===== src/rtl/bam_ctrl_pkg.sv =====
`default_nettype none
// ============================================================================
// Module : bam_ctrl_pkg
// Brief  : Shared kind codes, FSM states and field positions for bam_ctrl.
// Rev    : 1.0  initial release
// ============================================================================
package bam_ctrl_pkg;

    localparam int IMM_W = 16;

    localparam int KIND_HI  = 31;
    localparam int KIND_LO  = 29;
    localparam int SEL_HI   = 28;
    localparam int SEL_LO   = 26;
    localparam int RD_HI    = 25;
    localparam int RD_LO    = 21;
    localparam int RS1_HI   = 20;
    localparam int RS1_LO   = 16;
    localparam int RS2_HI   = 15;
    localparam int RS2_LO   = 11;
    localparam int MADDR_HI = 10;
    localparam int MADDR_LO = 6;

    // Kind codes are plain constants: 100-111 are illegal but must still be representable.
    localparam logic [2:0] C_KIND_NOP    = 3'b000;
    localparam logic [2:0] C_KIND_ALU_ST = 3'b001;
    localparam logic [2:0] C_KIND_CMP    = 3'b010;
    localparam logic [2:0] C_KIND_LDI    = 3'b011;

    typedef enum logic [2:0] {
        ST_IDLE  = 3'd0,
        ST_READ  = 3'd1,
        ST_MEMWR = 3'd2,
        ST_FLAG  = 3'd3,
        ST_RFWR  = 3'd4,
        ST_DONE  = 3'd5
    } state_t;

    function automatic logic [2:0] kind_of(input logic [31:0] word);
        return word[KIND_HI:KIND_LO];
    endfunction

endpackage
`default_nettype wire


===== src/rtl/bam_ctrl_decode.sv =====
`default_nettype none
// ============================================================================
// Module : bam_ctrl_decode
// Brief  : Combinational field split of the latched instruction word.
// Rev    : 1.0  initial release
// ============================================================================
module bam_ctrl_decode
    import bam_ctrl_pkg::*;
(
    input  logic [31:0] instr_q,
    output logic [2:0]  kind,
    output logic [2:0]  alu_sel,
    output logic [4:0]  rd,
    output logic [4:0]  rs1,
    output logic [4:0]  rs2,
    output logic [4:0]  maddr,
    output logic [31:0] imm,
    output logic        illegal
);

    assign kind    = instr_q[KIND_HI:KIND_LO];
    assign alu_sel = instr_q[SEL_HI:SEL_LO];
    assign rd      = instr_q[RD_HI:RD_LO];
    assign rs1     = instr_q[RS1_HI:RS1_LO];
    assign rs2     = instr_q[RS2_HI:RS2_LO];
    assign maddr   = instr_q[MADDR_HI:MADDR_LO];
    assign imm     = {{(32-IMM_W){1'b0}}, instr_q[IMM_W-1:0]};
    assign illegal = instr_q[KIND_HI];

endmodule
`default_nettype wire


===== src/rtl/bam_ctrl.sv =====
`default_nettype none
// ============================================================================
// Module : bam_ctrl
// Brief  : Multi-cycle sequencer driving the bam register file, ALU and RAM.
// Rev    : 1.0  initial release
// ============================================================================
module bam_ctrl
    import bam_ctrl_pkg::*;
#(
    parameter int CNT_W = 16
) (
    input  logic             clk,
    input  logic             rst_n,
    input  logic             instr_valid,
    input  logic [31:0]      instr,
    output logic             instr_ready,
    output logic             done,
    output logic             err,
    output logic             zf_q,
    output logic [CNT_W-1:0] retired,
    output logic [4:0]       bam_ra1,
    output logic [4:0]       bam_ra2,
    output logic [2:0]       bam_sel,
    output logic [4:0]       bam_dir,
    output logic             bam_wr,
    output logic [4:0]       bam_dirb,
    output logic [31:0]      bam_di,
    output logic             bam_reg_write,
    input  logic             bam_zf
);

    state_t           r_state;
    state_t           w_next;
    logic [31:0]      r_instr_q;
    logic             r_zf_q;
    logic [CNT_W-1:0] r_retired;

    logic [2:0]       w_kind;
    logic [2:0]       w_alu_sel;
    logic [4:0]       w_rd;
    logic [4:0]       w_rs1;
    logic [4:0]       w_rs2;
    logic [4:0]       w_maddr;
    logic [31:0]      w_imm;
    logic             w_illegal;
    logic             w_accept;

    bam_ctrl_decode u_decode (
        .instr_q (r_instr_q),
        .kind    (w_kind),
        .alu_sel (w_alu_sel),
        .rd      (w_rd),
        .rs1     (w_rs1),
        .rs2     (w_rs2),
        .maddr   (w_maddr),
        .imm     (w_imm),
        .illegal (w_illegal)
    );

    assign w_accept = instr_valid && instr_ready;

    always_ff @(posedge clk or negedge rst_n) begin
        if (!rst_n) begin
            r_state <= ST_IDLE;
        end else begin
            r_state <= w_next;
        end
    end

    // The IDLE branch decodes the incoming word, since instr_q is only loaded on this edge.
    always_comb begin
        w_next = r_state;
        case (r_state)
            ST_IDLE: begin
                if (instr_valid) begin
                    case (kind_of(instr))
                        C_KIND_ALU_ST, C_KIND_CMP: w_next = ST_READ;
                        C_KIND_LDI:                w_next = ST_RFWR;
                        default:                   w_next = ST_DONE;
                    endcase
                end
            end
            ST_READ: w_next = (w_kind == C_KIND_CMP) ? ST_FLAG : ST_MEMWR;
            default: w_next = ST_IDLE;
        endcase
    end

    always_comb begin
        instr_ready   = 1'b0;
        done          = 1'b0;
        err           = 1'b0;
        bam_wr        = 1'b0;
        bam_reg_write = 1'b0;
        case (r_state)
            ST_IDLE:  instr_ready = 1'b1;
            ST_MEMWR: begin
                bam_wr = 1'b1;
                done   = 1'b1;
            end
            ST_FLAG:  done = 1'b1;
            ST_RFWR:  begin
                bam_reg_write = 1'b1;
                done          = 1'b1;
            end
            ST_DONE:  begin
                done = 1'b1;
                err  = w_illegal;
            end
            default:  instr_ready = 1'b0;
        endcase
    end

    always_ff @(posedge clk or negedge rst_n) begin
        if (!rst_n) begin
            r_instr_q <= '0;
            r_zf_q    <= 1'b0;
            r_retired <= '0;
        end else begin
            if (w_accept) begin
                r_instr_q <= instr;
            end
            if (r_state == ST_MEMWR || r_state == ST_FLAG) begin
                r_zf_q <= bam_zf;
            end
            if (done) begin
                r_retired <= r_retired + 1'b1;
            end
        end
    end

    // Datapath fields come straight from instr_q so they hold until the next accept.
    assign bam_ra1  = w_rs1;
    assign bam_ra2  = w_rs2;
    assign bam_sel  = w_alu_sel;
    assign bam_dir  = w_maddr;
    assign bam_dirb = w_rd;
    assign bam_di   = w_imm;
    assign zf_q     = r_zf_q;
    assign retired  = r_retired;

endmodule
`default_nettype wire


===== config.mk =====
export PLATFORM = sky130hd
export DESIGN_NAME = bam_ctrl
export DESIGN_NICKNAME = d
export VERILOG_FILES = /design/src/rtl/bam_ctrl_pkg.sv /design/src/rtl/bam_ctrl_decode.sv /design/src/rtl/bam_ctrl.sv
export SDC_FILE = /design/constraint.sdc
export NUM_CORES = 1
export LEC_CHECK = 0
export CORE_MARGIN = 5
export CORE_UTILIZATION = 30
export DETAILED_ROUTE_END_ITERATION = 16
export PLACE_DENSITY_LB_ADDON = 0.2
export SYNTH_ARGS = -nofsm -noshare
export SYNTH_HDL_FRONTEND = slang
export SYNTH_SLANG_ARGS = --single-unit

===== constraint.sdc =====
create_clock -name clk -period 3.1 [get_ports clk]
set_input_delay 0.31 -clock clk [delete_from_list [all_inputs] [get_ports clk]]
set_output_delay 0.31 -clock clk [all_outputs]
set_load 0.05 [all_outputs]

==> impl_metrics.tcl <==
set metrics [dict create \
    gr-total-overflow 0 \
    antenna_cells 0 \
    worstSetupPathType "reg2out" \
    tightestPinTransition_ns 0.8114 \
    nFillCells 811 \
    path_buf_inv 1 \
    fin_skew_ns 0.01036 \
    final_layout_size_suffix_gt1_frac 0.1711 \
    grt_max_degree 37 \
    clock.fmax_mhz 421.5 \
    rr_endpoint "r_instr_q[24]$_DFFE_PN0P_" \
    grt.total_usage 0.09753 \
    cpMaxStageDelayCell "clkdlybuf4s50_1" \
    rrSetupSlack_ns 1.20 \
    min_path_type "in2async" \
    insertion_delay_ns 0.30 \
    rsz0062_at_grt "false" \
    synth_area_sq_mm 0.002501 \
    synthCells 202 \
    drc 0 \
    setup_viol 0 \
    ys_warn_count 0 \
    reg2regPathDepth 4 \
    worstPathArrival_ns 2.06 \
    slew_violations 0 \
    cpLargestDelayFamily "buffers and inverters" \
    critPathLaunchType "flop" \
    cts_root_buffer "clkbuf_8" \
    multi_input_area_sq_um 820.8 \
    drt-pass1-iter-count 3 \
    ios 113 \
    syn_avg_cell_area_sq_um 12.38 \
    wirelength_mm 4.759 \
    post-route-period-util 0.7652 \
    setup_tns_ns 0 \
    fin_crit_ns 2.372 \
    start_util 0.3059 \
    hold_buffers 0 \
    path_depth 2 \
    critPathRequiredTime_ns 2.79 \
    grt_pass1_wl_mm 7.817 \
    cp_max_fo 9 \
    drtIter0Drc 9 \
    synth_edf_count 0 \
    cts_buffers 5 \
    ys_seq_area_frac 0.5203 \
    die_h_microns 101.3 \
    cts_tree "built" \
    synthFlopType "dfrtp_1" \
    syn2layout_area_growth_pct 32.32 \
    fin_nets 300 \
    r2r-start "r_state[1]$_DFFE_PN0P_" \
    end_kind "output pin" \
    rows 33 \
    viasPerCell 4.136 \
    relSlewSlack 0.4591 \
    cts.clk_slew.worst_paths_ns 0.09 \
    cap_violations 0 \
    floorplan.die_area_sq_mm 0.01026 \
    cts_buffer_depth 2 \
    register_area_sq_mm 0.001301 \
    core_area_sq_mm 0.008175 \
    post_cts_buffers 0 \
    dieWidth_microns 101.3 \
    antenna_found_initial 0 \
    cp_slowest_stage_delay_ns 0.88 \
    num_vias 1522 \
    cp_cell_sequence "xor2_2 > clkdlybuf4s50_1" \
    status "finished clean" \
    synth-seq-cells 52 \
    wl_per_cell_microns 12.93 \
    dpl.hpwl_mm 3.605 \
    drtAntennaViolNets 0 \
    place_congestion 0.6829 \
    cts_resized 0 \
    cts_sinks 52 \
    grt_pass1_vias 1663 \
    synth_cell_types 27 \
    ys_async_sr_fraction 1.000 \
    htreeDepth 2 \
    io_buffers 96 \
    hold_viol 0 \
]
==> synthesized netlist by cell type, types with 2 or more instances <==
master | n | area share
dfrtp_1 | 52 | 0.52
nor2_1 | 4 | 0.0060
nor2b_1 | 2 | 0.0050
buf_4 | 55 | 0.17
and3_1 | 3 | 0.0075
nand2_1 | 8 | 0.012
xor2_1 | 3 | 0.011
nor3b_1 | 2 | 0.0060
nand4_1 | 6 | 0.015
xnor2_1 | 13 | 0.046
mux2_2 | 34 | 0.15
buf_2 | 3 | 0.0060
and2_1 | 3 | 0.0075
==> metal layers <==
| layer | part of all wire | up-vias | GRT usage | wire length (microns) |
|---|---|---|---|---|
| li1 | - | 720 | - | - |
| met3 | 0.12 | 2 | 0.05234 | 570 |
| met1 | 0.42 | 731 | 0.1152 | 1993 |
| met5 | 0 | - | 0 | 0 |
| met2 | 0.46 | 69 | 0.1529 | 2170 |
| met4 | 0.0048 | 0 | 0.03067 | 23 |
==> final cells by class <==
type / count / area share
Clock buffer: 5 / 0.02079
Clock inverter: 2 / 0.003781
Inverter: 1 / 0.001134
Multi-Input combinational cell: 105 / 0.2480
Sequential cell: 52 / 0.3932
Tap cell: 105 / 0.03970
Timing Repair Buffer: 98 / 0.2934
==> cells in the final DEF, fill, tap and decap left out, types with 2 or more instances in the layout <==
cell             Yosys  routed
and2_1               3       3
and3_1               3       3
buf_4               55       2
clkbuf_8             0       5
clkdlybuf4s50_1      0      95
conb_1               1      16
dfrtp_1             52      52
mux2_2              34      34
nand2_1              8       8
nand4_1              6       6
nor2_1               4       4
nor2b_1              2       2
nor3b_1              2       2
xnor2_1             13      13
xor2_1               3       3
==> state kept, by name, summed over array words and instances, names as in the netlist <==
name	cells
r_instr_q	32
r_state	3
retired	16
zf_q	1
==> per-stage QoR <==
stage	cell area, sq um	utilization	hold slack [ns]	setup slack (ns)	std cells
after floorplan	2557	-	0.01441	0.3417	217
after global placement	3228	0.3949	0.4602	1.060	361
after detailed placement	3228	0.3949	0.4673	1.050	361
after CTS	3309	0.4048	0.1292	0.6968	368
after global routing	3309	0.4048	0.1573	0.6018	368
final	3309	0.4048	0.09071	0.7278	368
==> worst max-delay path by stage <==
stage	slack, ns	end	startpoint
CTS	0.70	done	r_state[1]$_DFFE_PN0P_
finish	0.73	done	r_state[1]$_DFFE_PN0P_
global placement	1.06	done	r_state[1]$_DFFE_PN0P_
global route	0.60	instr_ready	r_state[1]$_DFFE_PN0P_
floorplan	0.34	r_instr_q[11]$_DFFE_PN0P_	r_state[1]$_DFFE_PN0P_
detailed placement	1.05	done	r_state[1]$_DFFE_PN0P_
==> cells by family after synthesis <==
group           Yosys count  share of synthesized area
compound gates            3                   0.007001
mux                      34                     0.1531
other cells               1                   0.001499
flops                    52                     0.5203
buf+inv                  60                     0.1741
xor+xnor                 17                    0.06254
fa+ha+maj                 1                   0.005002
simple gates             34                    0.07654
Power is left out: the tool's default activity adds up to more than one toggle a clock period on the data nets, which glitch-free logic cannot reach.
